File: src/rtl/mux_arb_pkg.sv
// -----------------------------------------------------------------------------
// mux_arb_pkg
// Shared definitions for the mux4x1 select arbiter.
//   N_CH    : number of arbitrated channels (the mux has four inputs)
//   SEL_W   : width of the mux select
//   state_t : arbiter FSM encoding (IDLE / GRANT / GAP)
// -----------------------------------------------------------------------------
package mux_arb_pkg;

  localparam int N_CH  = 4;
  localparam int SEL_W = 2;

  typedef enum logic [1:0] {
    IDLE  = 2'd0,
    GRANT = 2'd1,
    GAP   = 2'd2
  } state_t;

endpackage : mux_arb_pkg

File: src/rtl/rr_pick.sv
// -----------------------------------------------------------------------------
// rr_pick
// Purely combinational round-robin picker.
// The request vector is rotated so that the channel after last_ptr sits in bit
// 0. The rotated vector is priority-encoded (lowest set bit wins), and the
// winning offset is then mapped back to a channel number.
// Ports:
//   req      in  [3:0]  channel requests
//   last_ptr in  [1:0]  most recently served channel (lowest priority)
//   winner   out [1:0]  channel chosen for the next grant
//   any_req  out        at least one request is present
// -----------------------------------------------------------------------------
module rr_pick
  import mux_arb_pkg::*;
(
  input  logic [N_CH-1:0]  req,
  input  logic [SEL_W-1:0] last_ptr,
  output logic [SEL_W-1:0] winner,
  output logic             any_req
);

  logic [N_CH-1:0]  rot_req;
  logic [SEL_W-1:0] offset;

  // rot_req[gi] is the channel that is gi+1 places after last_ptr.
  // The 2-bit addition wraps modulo 4.
  genvar gi;
  generate
    for (gi = 0; gi < N_CH; gi++) begin : g_rot
      logic [SEL_W-1:0] src_idx;
      assign src_idx     = last_ptr + SEL_W'(gi + 1);
      assign rot_req[gi] = req[src_idx];
    end
  endgenerate

  always_comb begin
    offset = '0;
    for (int j = N_CH - 1; j >= 0; j--) begin
      if (rot_req[j]) offset = SEL_W'(j);
    end
  end

  assign winner  = last_ptr + offset + SEL_W'(1);
  assign any_req = |req;

endmodule : rr_pick

File: src/rtl/mux_sel_arbiter.sv
// -----------------------------------------------------------------------------
// mux_sel_arbiter
// Round-robin arbiter that generates the 2-bit select of mux4x1. One channel
// is granted at a time. sel is held for the whole grant. Every grant is
// followed by a mandatory one-cycle GAP before the next arbitration.
// Optional feature (define MUX_SEL_ARB_TIMEOUT_EN): a grant is forcibly
// released after MAX_HOLD cycles, and timeout pulses for that cycle.
// Ports:
//   clk     in         rising-edge clock
//   rst_n   in         asynchronous active-low reset
//   req     in  [3:0]  level-sensitive channel requests
//   sel     out [1:0]  registered mux select
//   grant   out [3:0]  registered one-hot grant (1<<sel while busy, else 0)
//   busy    out        a grant is active
//   timeout out        one-cycle pulse on a forced release (0 if compiled out)
// -----------------------------------------------------------------------------
module mux_sel_arbiter
  import mux_arb_pkg::*;
#(
  parameter int MAX_HOLD = 8
)(
  input  logic             clk,
  input  logic             rst_n,
  input  logic [N_CH-1:0]  req,
  output logic [SEL_W-1:0] sel,
  output logic [N_CH-1:0]  grant,
  output logic             busy,
  output logic             timeout
);

  generate
    if (MAX_HOLD < 2 || MAX_HOLD > 255) begin : g_bad_max_hold
      $error("mux_sel_arbiter: MAX_HOLD must be within 2..255");
    end
  endgenerate

  state_t           state_reg;
  logic [SEL_W-1:0] sel_reg;
  logic [SEL_W-1:0] last_ptr_reg;
  logic [N_CH-1:0]  grant_reg;
  logic             busy_reg;
  logic [SEL_W-1:0] winner;
  logic             any_req;

  rr_pick u_rr_pick (
    .req      (req),
    .last_ptr (last_ptr_reg),
    .winner   (winner),
    .any_req  (any_req)
  );

`ifdef MUX_SEL_ARB_TIMEOUT_EN
  logic [7:0] hold_cnt_reg;
  logic       timeout_reg;

  always_ff @(posedge clk or negedge rst_n) begin
    if (!rst_n) begin
      state_reg    <= IDLE;
      sel_reg      <= '0;
      last_ptr_reg <= 2'b11;
      grant_reg    <= '0;
      busy_reg     <= 1'b0;
      hold_cnt_reg <= '0;
      timeout_reg  <= 1'b0;
    end else begin
      timeout_reg <= 1'b0;
      case (state_reg)
        IDLE: begin
          if (any_req) begin
            sel_reg      <= winner;
            grant_reg    <= N_CH'(1) << winner;
            busy_reg     <= 1'b1;
            hold_cnt_reg <= '0;
            state_reg    <= GRANT;
          end
        end
        GRANT: begin
          // A voluntary release takes precedence. The forced release looks
          // identical to it, apart from the timeout pulse.
          if (!req[sel_reg] || hold_cnt_reg == 8'(MAX_HOLD - 1)) begin
            grant_reg    <= '0;
            busy_reg     <= 1'b0;
            last_ptr_reg <= sel_reg;
            state_reg    <= GAP;
            timeout_reg  <= req[sel_reg];
          end else begin
            hold_cnt_reg <= hold_cnt_reg + 8'd1;
          end
        end
        GAP:     state_reg <= IDLE;
        default: state_reg <= IDLE;
      endcase
    end
  end

  assign timeout = timeout_reg;
`else
  always_ff @(posedge clk or negedge rst_n) begin
    if (!rst_n) begin
      state_reg    <= IDLE;
      sel_reg      <= '0;
      last_ptr_reg <= 2'b11;
      grant_reg    <= '0;
      busy_reg     <= 1'b0;
    end else begin
      case (state_reg)
        IDLE: begin
          if (any_req) begin
            sel_reg   <= winner;
            grant_reg <= N_CH'(1) << winner;
            busy_reg  <= 1'b1;
            state_reg <= GRANT;
          end
        end
        GRANT: begin
          if (!req[sel_reg]) begin
            grant_reg    <= '0;
            busy_reg     <= 1'b0;
            last_ptr_reg <= sel_reg;
            state_reg    <= GAP;
          end
        end
        GAP:     state_reg <= IDLE;
        default: state_reg <= IDLE;
      endcase
    end
  end

  assign timeout = 1'b0;
`endif

  assign sel   = sel_reg;
  assign grant = grant_reg;
  assign busy  = busy_reg;

endmodule : mux_sel_arbiter

File: config.mk
export PLATFORM = sky130hd
export DESIGN_NAME = mux_sel_arbiter
export DESIGN_NICKNAME = d
export VERILOG_FILES = /design/src/rtl/mux_arb_pkg.sv /design/src/rtl/rr_pick.sv /design/src/rtl/mux_sel_arbiter.sv
export SDC_FILE = /design/constraint.sdc
export NUM_CORES = 1
export LEC_CHECK = 0
export BUFFER_PORTS_ARGS = -buffer_cell sky130_fd_sc_hd__clkbuf_2
export CORE_AREA = 2 2 39 41
export CTS_CLUSTER_DIAMETER = 200
export DETAILED_ROUTE_END_ITERATION = 12
export DIE_AREA = 0 0 41 43
export PLACE_DENSITY = 0.73
export SETUP_SLACK_MARGIN = 0.3
export SLEW_MARGIN = 20
export SYNTH_ARGS = -nofsm -noshare
export SYNTH_HDL_FRONTEND = slang
export SYNTH_SLANG_ARGS = --single-unit
File: constraint.sdc
create_clock -name clk -period 2.6 [get_ports clk]
set_clock_uncertainty 0.05 [all_clocks]
set_input_delay 0.26 -clock clk [delete_from_list [all_inputs] [get_ports clk]]
set_output_delay 0.26 -clock clk [all_outputs]
set_load 0.05 [all_outputs]
# Yosys cells after proc, flatten, opt, wreduce, memory -nomap -nowiden
# Index checks and enable logic that the tools add are counted.
[totals]
ff_bits = 11
inputBits = 6
out_inout_bits = 8
word_cells = 50
[op_classes]
addsub = 5
magnitude_cmp = 5
eq_ne = 3
shifts = 1
n_mux = 23
bitwise = 1
n_reduce_logical = 7
[op_table]
columns = ["op", "count"]
rows = [
  ["$lt 2x3->1 const B", 5],
  ["$mux 2", 6],
  ["$bmux 1 s2", 5],
  ["$mux 4", 2],
  ["$pmux 4 s2", 1],
  ["$mux 1", 7],
  ["$reduce_and 2->1", 3],
  ["$add 2x1->2 const B", 2],
  ["$add 2x2->2 const B", 2],
  ["$ne 2x2->1 const B", 2],
  ["$pmux 2 s2", 1],
  ["$reduce_or 4->1", 1],
  ["$shl 1x2->4 const A", 1],
  ["$reduce_and 3->1", 1],
  ["$add 2x2->2", 1],
  ["$eq 2x1->1 const B", 1],
  ["$logic_not 2->1", 1],
  ["$pmux 1 s2", 1],
  ["$reduce_bool 2->1", 1],
  ["$not 1->1", 1],
]

# Logic depth before layout (Yosys ltp)
# Gate-level depths: netlist of run 1.
[depth]
depth_word = 11
mapped_depth = 9
mapped_depth_nobuf = 8

# Cells and area by module
# A second synthesis of run 1 with hierarchy kept.
[unflattened]
hier_cells = 74
area_unflattened_um2 = 708.2
[modules_own_cells]
columns = ["module", "n_inst", "cells_each", "area_per_inst_um2", "seq_area_each_um2"]
rows = [
  ["mux_sel_arbiter", 1, 44, 514.2, 277.8],
  ["rr_pick", 1, 30, 193.9, 0.0],
]

# Worst setup path after synthesis of run 1
# OpenSTA, ideal clock, no wires.
[synth_path]
path_kind = "register to register"
start = "reg sel_reg[0], in the netlist sel[0]"
end = "reg last_ptr_reg[0]"
setup_ps = 82
t_arrival_ps = 2016
required_ps = 2468
slack_ps = 452
path_stages_with_launch = 5
path_buffers = 1
synth_period_minus_slack_ps = 2148
path_cell_list = "dfrtp_1 mux4_2 or3b_1 buf_6 mux2_4"
[synth_via]
elab_chain_cells = 4
[synth_lines]
columns = ["element", "line", "source"]
rows = [
  ["start: declaration", "mux_sel_arbiter.sv:38", "logic [SEL_W-1:0] sel_reg;"],
  ["start signal: assignment", "mux_sel_arbiter.sv:109", "sel_reg <= winner;"],
  ["$bmux 1 s2", "mux_sel_arbiter.sv:116", "if (!req[sel_reg]) begin"],
  ["$mux 1 (not written as such)", "mux_sel_arbiter.sv:116", ""],
  ["$not 1->1 (no line)", "-", ""],
  ["$reduce_and 2->1 (no line)", "-", ""],
  ["end signal: assignment", "mux_sel_arbiter.sv:119", "last_ptr_reg <= sel_reg;"],
  ["end: declaration", "mux_sel_arbiter.sv:39", "logic [SEL_W-1:0] last_ptr_reg;"],
]
# Several ways; a longest one is shown, not always the timed one. The select of a mux whose other input is x is not followed.
# A chain may end at the register's enable or synchronous reset.

# Final worst setup path of run 1
[layout_path]
start = "reg last_ptr_reg[1]"
end = "reg grant_reg[1], in the netlist grant[1]"
[layout_via]
elab_chain_cells = 11
elab_cells_between_ends = 20
classes_between = "add/sub (5); shift (1); mux (14)"
[layout_lines]
columns = ["element", "line", "source"]
rows = [
  ["$add 2x2->2 / $bmux 1 s2 (equally long branches)", "rr_pick.sv:31, rr_pick.sv:32", ""],
  ["$bmux 1 s2 / $mux 1 (equally long branches)", "rr_pick.sv:32", "assign rot_req[gi] = req[src_idx];"],
  ["$mux 1 (not written as such) / $mux 2 (equally long branches)", "rr_pick.sv:32, rr_pick.sv:39", ""],
  ["$mux 2 (3 in a row)", "rr_pick.sv:39", "if (rot_req[j]) offset = SEL_W'(j);"],
  ["$add 2x2->2 *", "rr_pick.sv:43", "assign winner = last_ptr + offset + SEL_W'(1);"],
  ["$add 2x1->2 *", "rr_pick.sv:43", ""],
  ["$shl 1x2->4 *", "mux_sel_arbiter.sv:110", "grant_reg <= N_CH'(1) << winner;"],
  ["$mux 4 *", "mux_sel_arbiter.sv:108", "if (any_req) begin"],
  ["$pmux 4 s2 *", "mux_sel_arbiter.sv:106", "case (state_reg)"],
  ["end signal: assignment", "mux_sel_arbiter.sv:110", ""],
  ["end: declaration", "mux_sel_arbiter.sv:40", "logic [N_CH-1:0] grant_reg;"],
]
# Mark *: on every way between the ends. The rest lies on a longest branch, timed or not. The select of a mux whose other input is x is not followed.

==> results.sh, run 1 <==
export IMPL_drv_cap=0
export IMPL_cts_buffers=3
export IMPL_root_buffer="clkbuf_4"
export IMPL_cp_arrival_ps=2190
export IMPL_finalHoldViolations=0
export IMPL_first_pass_iters=4
export IMPL_route_detailed_drc=0
export IMPL_diodes=0
export IMPL_boundaryPins=14
export IMPL_ff2ff_path_depth=8
export IMPL_ys_types=32
export IMPL_antenna_found_initial=0
export IMPL_crit_top_cell="o21ai_0"
export IMPL_cts_tree="done"
export IMPL_finalPower_mw=1.08
export IMPL_routabilityCongestion=0.659
export IMPL_crit_path_start_kind="register"
export IMPL_yosysSeqAreaShare=0.424
export IMPL_die_x_um=41
export IMPL_ant_nets=0
export IMPL_first_iter_violations=9
export IMPL_port_buffer_count=12
export IMPL_core_um2=1380
export IMPL_final_common_cell="clkbuf_2"
export IMPL_cpPeakStageDelay_ps=610
export IMPL_clock_path_buffers=2
export IMPL_num_vias=532
export IMPL_post_cts_setup_buffers=0
export IMPL_routed_via_density=5.66
export IMPL_avgSynthCellArea_um2=10.1
export IMPL_fillers=132
export IMPL_start_util=0.474
export IMPL_largest_reg_flops=4
export IMPL_status="finished, final reports clean"
export IMPL_crit_buf_inv=0
export IMPL_die_y_um=43
export IMPL_relSlewSlack=0.593
export IMPL_layout_common_cells="clkbuf_2 (12), dfrtp_1 (9), nand2_1 (6)"
export IMPL_finalNetCount=87
export IMPL_syn_num_nets=73
export IMPL_ys_seq_elements=11
export IMPL_cp_end_kind="register"
export IMPL_slew_viol_final=0
export IMPL_path_class="register to register"
export IMPL_hpwlAfterDp_um=931
export IMPL_critPathRequiredTime_ps=2710
export IMPL_setup_tns_final_ps=0
export IMPL_cts_htree_levels=1
export IMPL_crit_family="flip-flops"
export IMPL_irDropWorstVdd_mv=0.679
export IMPL_row_count=14
export IMPL_netlist_area_um2=656
export IMPL_period_share=0.803
export IMPL_rsz0062_at_grt="no"
export IMPL_dieArea_um2=1760
export IMPL_grt_max_degree=15
export IMPL_power_leakage_nw=0.369
export IMPL_cts_sinks=11
export IMPL_seqCellArea_um2=278
export IMPL_critPathSlowestCell="dfstp_2"
export IMPL_overflow=0
export IMPL_wl_per_cell_um=13.1
export IMPL_gr_usage_all_layers=0.168
export IMPL_insertion_delay_ps=270
export IMPL_worst_pin_slew_ps=604
export IMPL_power_density_nw_per_um2=1430
export IMPL_grt_pass1_vias=485
export IMPL_clkSlewWorstSetupHoldPaths_ps=70
export IMPL_timing_rr_end="grant[1]"
export IMPL_fmax_mhz=479
export IMPL_finalWirelength_um=1230
export IMPL_crit_chain="nand2b_1 > a2bb2oi_1 > o21ai_0 > o21ai_0 > ha_1 > xnor2_1 > xnor2_2 > a32o_1"
export IMPL_rr_startpoint="last_ptr_reg[1]"
export IMPL_hold_path_class="primary input to asynchronous set/reset pin"
export IMPL_grt_pass1_wl_um=2030
export IMPL_setup_viol=0
export IMPL_post_route_min_period_ps=2090
export IMPL_ys_warn_count=0
export IMPL_critPathMaxFanout=8
export IMPL_multiInputGateArea_um2=337
export IMPL_area_growth_pct=15.6
export IMPL_drive_above_1_share=0.321
export IMPL_syn_instance_count=65
export IMPL_rrSetupSlack_ps=510
[through the flow]
stage | worst slack, ps | hold slack (ps) | util | cells | cell area (um2)
after detailed placement | 455 | 96.5 | 0.515 | 89 | 713
after CTS | 434 | 353 | 0.542 | 94 | 751
after floorplan | 452 | -85.6 | - | 65 | 656
after global routing | 310 | 360 | 0.548 | 94 | 758
after global placement | 507 | 91.6 | 0.515 | 89 | 713
final | 513 | 349 | 0.548 | 94 | 758
[cell usage after synthesis]
| cell type | count | area share |
|---|---|---|
| nand2_1 | 6 | 0.034 |
| conb_1 | 1 | 0.0057 |
| xnor2_1 | 2 | 0.027 |
| mux2_4 | 2 | 0.046 |
| a31oi_1 | 1 | 0.0095 |
| a21oi_1 | 1 | 0.0076 |
| o311ai_0 | 1 | 0.013 |
| buf_4 | 1 | 0.011 |
| nor2b_1 | 1 | 0.0095 |
| nor2_1 | 4 | 0.023 |
| o221ai_1 | 1 | 0.013 |
| buf_6 | 2 | 0.034 |
| nand2b_1 | 1 | 0.0095 |
| o2111ai_1 | 1 | 0.013 |
| mux2_2 | 1 | 0.017 |
| nand3_1 | 3 | 0.023 |
| inv_1 | 5 | 0.029 |
| nand3b_1 | 1 | 0.011 |
| or3b_1 | 1 | 0.013 |
| clkbuf_1 | 2 | 0.011 |
| o41ai_1 | 1 | 0.013 |
| dfrtp_1 | 9 | 0.34 |
| mux4_2 | 1 | 0.034 |
| and2b_1 | 1 | 0.011 |
| ha_1 | 2 | 0.038 |
| or2b_1 | 1 | 0.011 |
| a32o_1 | 2 | 0.031 |
| dfstp_2 | 2 | 0.080 |
| a2bb2oi_1 | 1 | 0.013 |
| o31ai_1 | 2 | 0.023 |
| nor3_1 | 1 | 0.0076 |
| o21ai_0 | 4 | 0.031 |
[where the power goes]
part           total (mW)  internal, mW  switching, mW
logic               0.636         0.246          0.390
clock network       0.115        0.0570         0.0578
registers           0.332         0.262         0.0704
[worst max-delay path by stage]
stage | depth (start not counted) | endpoint | from
3_3_place_gp | 8 | sel[1] | last_ptr_reg[1]
5_1_grt | 8 | grant[2] | last_ptr_reg[1]
3_5_place_dp | 8 | sel[1] | last_ptr_reg[1]
2_1_floorplan | 4 | last_ptr_reg[0] | sel[0]
4_1_cts | 8 | sel[1] | last_ptr_reg[1]
6_report | 8 | grant[1] | last_ptr_reg[1]
[layer usage]
| layer | vias to the layer above | GRT usage | share of wire |
|---|---|---|---|
| met1 | 261 | 0.212 | 0.44 |
| met5 | - | 0 | 0 |
| met3 | 2 | 0.0157 | 0.037 |
| li1 | 254 | - | - |
| met4 | 0 | 0.0800 | 0.0065 |
| met2 | 15 | 0.272 | 0.51 |
[kinds of logic (layout without fill, tap and decap cells)]
kind of cell | Yosys count | in the layout | synth area share
buffers and inverters | 10 | 23 | 0.0859
and+or+nand+nor | 20 | 20 | 0.155
adders and majority gates | 2 | 2 | 0.0382
xor gates and xnor gates | 2 | 2 | 0.0267
other | 1 | 1 | 0.00572
muxes | 4 | 4 | 0.0973
DFF | 11 | 11 | 0.424
AOI/OAI and AO/OA | 15 | 15 | 0.168
[worst register-to-register path: cells and delay by family, from the launching register on]
kind,cells,cell delay (ps)
AOI/OAI and AO/OA,4,590
adders and majority gates,1,220
xor gates and xnor gates,2,360
DFF,1,610
and+or+nand+nor,1,160
[repair_timing]
action	4_1_cts	5_1_grt
hold buffers	1	0
setup endpoints to repair	0	1
resized for setup	0	1
endpoints found under the hold margin	9	0
[cell type report]
| cell class | instances | share of cell area |
|---|---|---|
| multi-input combinational | 44 | 0.444 |
| sequential | 11 | 0.366 |
| timing repair buffer | 14 | 0.102 |
| clock buffer | 3 | 0.0297 |
| tap | 16 | 0.0264 |
| inverter | 5 | 0.0248 |
| clock inverter | 1 | 0.00660 |
(Power assumes the default switching activity.)
==> run 2: changes to the inputs <==
clock period = 2 ns   (was 2.6 ns; I/O delays follow)
==> run 2 against run 1 <==
  * Critical path depth unchanged
  * Clock power increased by 33%
  * Combinational power increased by 59%
  * Clock-buffer cell count increased by 1
  * Global-route usage decreased by 0.20 points
  * Critical endpoint is now grant[0]
==> results.sh, run 2 (same netlist as run 1, synthesis figures left out) <==
export IMPL_slew_viol_final=0
export IMPL_layout_common_cells="clkbuf_2 (12), dfrtp_1 (8), buf_4 (8)"
export IMPL_start_util=0.474
export IMPL_crit_path_start_kind="register"
export IMPL_root_buffer="clkbuf_4"
export IMPL_die_x_um=41
export IMPL_final_area_um2=851
export IMPL_post_route_min_period_ps=1870
export IMPL_diodes=0
export IMPL_irDropWorstVdd_mv=0.986
export IMPL_finalHoldViolations=0
export IMPL_grt_pass1_vias=487
export IMPL_ant_nets=0
export IMPL_placed_cell_area_um2=754
export IMPL_setup_tns_final_ps=0
export IMPL_route_detailed_drc=0
export IMPL_first_pass_iters=2
export IMPL_fmax_mhz=535
export IMPL_critPathRequiredTime_ps=2110
export IMPL_wl_per_cell_um=12.6
export IMPL_overflow=0
export IMPL_power_density_nw_per_um2=1850
export IMPL_grt_max_degree=15
export IMPL_wl_met2_um=598
export IMPL_timing_hold_ws_ps=281
export IMPL_largest_reg_flops=4
export IMPL_first_iter_violations=3
export IMPL_ff2ff_path_depth=8
export IMPL_rrSetupSlack_ps=130
export IMPL_setup_viol=0
export IMPL_cts_htree_levels=1
export IMPL_period_share=0.934
export IMPL_port_buffer_count=12
export IMPL_antenna_found_initial=0
export IMPL_clock_path_buffers=2
export IMPL_finalWirelength_um=1270
export IMPL_area_growth_pct=29.8
export IMPL_met3_length_um=47
export IMPL_critPathMaxFanout=5
export IMPL_cp_end_kind="register"
export IMPL_met1_length_um=612
export IMPL_drive_above_1_share=0.482
export IMPL_row_count=14
export IMPL_cts_sinks=11
export IMPL_insertion_delay_ps=270
export IMPL_status="finished, final reports clean"
export IMPL_timing_rr_end="grant[0]"
export IMPL_cts_tree="done"
export IMPL_finalNetCount=94
export IMPL_cts_buffers=3
export IMPL_drv_cap=0
export IMPL_boundaryPins=14
export IMPL_path_class="register to register"
export IMPL_gr_usage_all_layers=0.166
export IMPL_dieArea_um2=1760
export IMPL_top_layer="met4"
export IMPL_core_um2=1380
export IMPL_cp_startpoint="last_ptr_reg[1]"
export IMPL_hpwlAfterDp_um=889
export IMPL_hold_path_class="primary input to asynchronous set/reset pin"
export IMPL_final_common_cell="clkbuf_2"
export IMPL_power_leakage_nw=0.413
export IMPL_die_y_um=43
export IMPL_rsz0062_at_grt="yes"
export IMPL_cp_arrival_ps=1980
export IMPL_rr_startpoint="last_ptr_reg[1]"
export IMPL_num_vias=540
export IMPL_clkSlewWorstSetupHoldPaths_ps=70
export IMPL_fin_util=0.615
export IMPL_routed_via_density=5.35
export IMPL_grt_pass1_wl_um=1980
export IMPL_routabilityCongestion=0.677
==> run 2: changes by cell type in the layout (fill, tap and decap cells not counted), sizes merged <==
cell	delta
buf	+7
clkinv	-1
clkbuf	+1
==> run 2: worst max path at each step <==
| stage | to | slack, ps | cells after the start |
|---|---|---|---|
| floorplan | last_ptr_reg[0] | 8 | 4 |
| global placement | grant[1] | 50 | 8 |
| detailed placement | grant[0] | 6 | 8 |
| CTS | grant[0] | 120 | 8 |
| global route | grant[3] | 40 | 9 |
| finish | grant[0] | 130 | 8 |
==> run 2: per-layer routing <==
metal / global-route usage / vias up
met3: 0.0314 / 2
met2: 0.234 / 12
met5: 0 / -
met4: 0.0800 / 0
met1: 0.236 / 256
li1: - / 270
==> run 2: worst max-delay path: stages (launching register included) <==
cell,delay (ps)
dfstp_2,540
or2b_1,110
a21oi_2,60
o221ai_2,170
o21ai_2,90
ha_2,190
xnor2_2,140
xnor2_2,180
a32o_1,230
==> run 2: per-stage QoR <==
| stage | cells | setup slack, ps | total power [mW] |
|---|---|---|---|
| after floorplan | 65 | 8.41 | 1.16 |
| after global placement | 92 | 52.7 | 1.31 |
| after detailed placement | 92 | 5.94 | 1.32 |
| after CTS | 101 | 115 | 1.55 |
| after global routing | 101 | 41.0 | 1.69 |
| final | 101 | 132 | 1.57 |
==> run 2: layout make-up <==
class | instances | area (um2)
timing repair buffer | 21 | 130
fill | 115 | 533
sequential | 11 | 279
tap | 16 | 20.0
inverter | 5 | 18.8
clock buffer | 4 | 26.3
multi-input combinational | 44 | 377
==> run 2: report_power, final <==
part	switching [mW]	internal [mW]
clock	0.0754	0.0773
combinational	0.570	0.437
sequential	0.0731	0.341
total	0.719	0.856
==> run 2: timing repair <==
item,CTS,global route
setup endpoints to repair,8,9
cloned,0,0
pin swaps,6,4
hold buffers,1,0
resized for setup,2,7
endpoints found under the hold margin,11,0
setup buffers,4,0
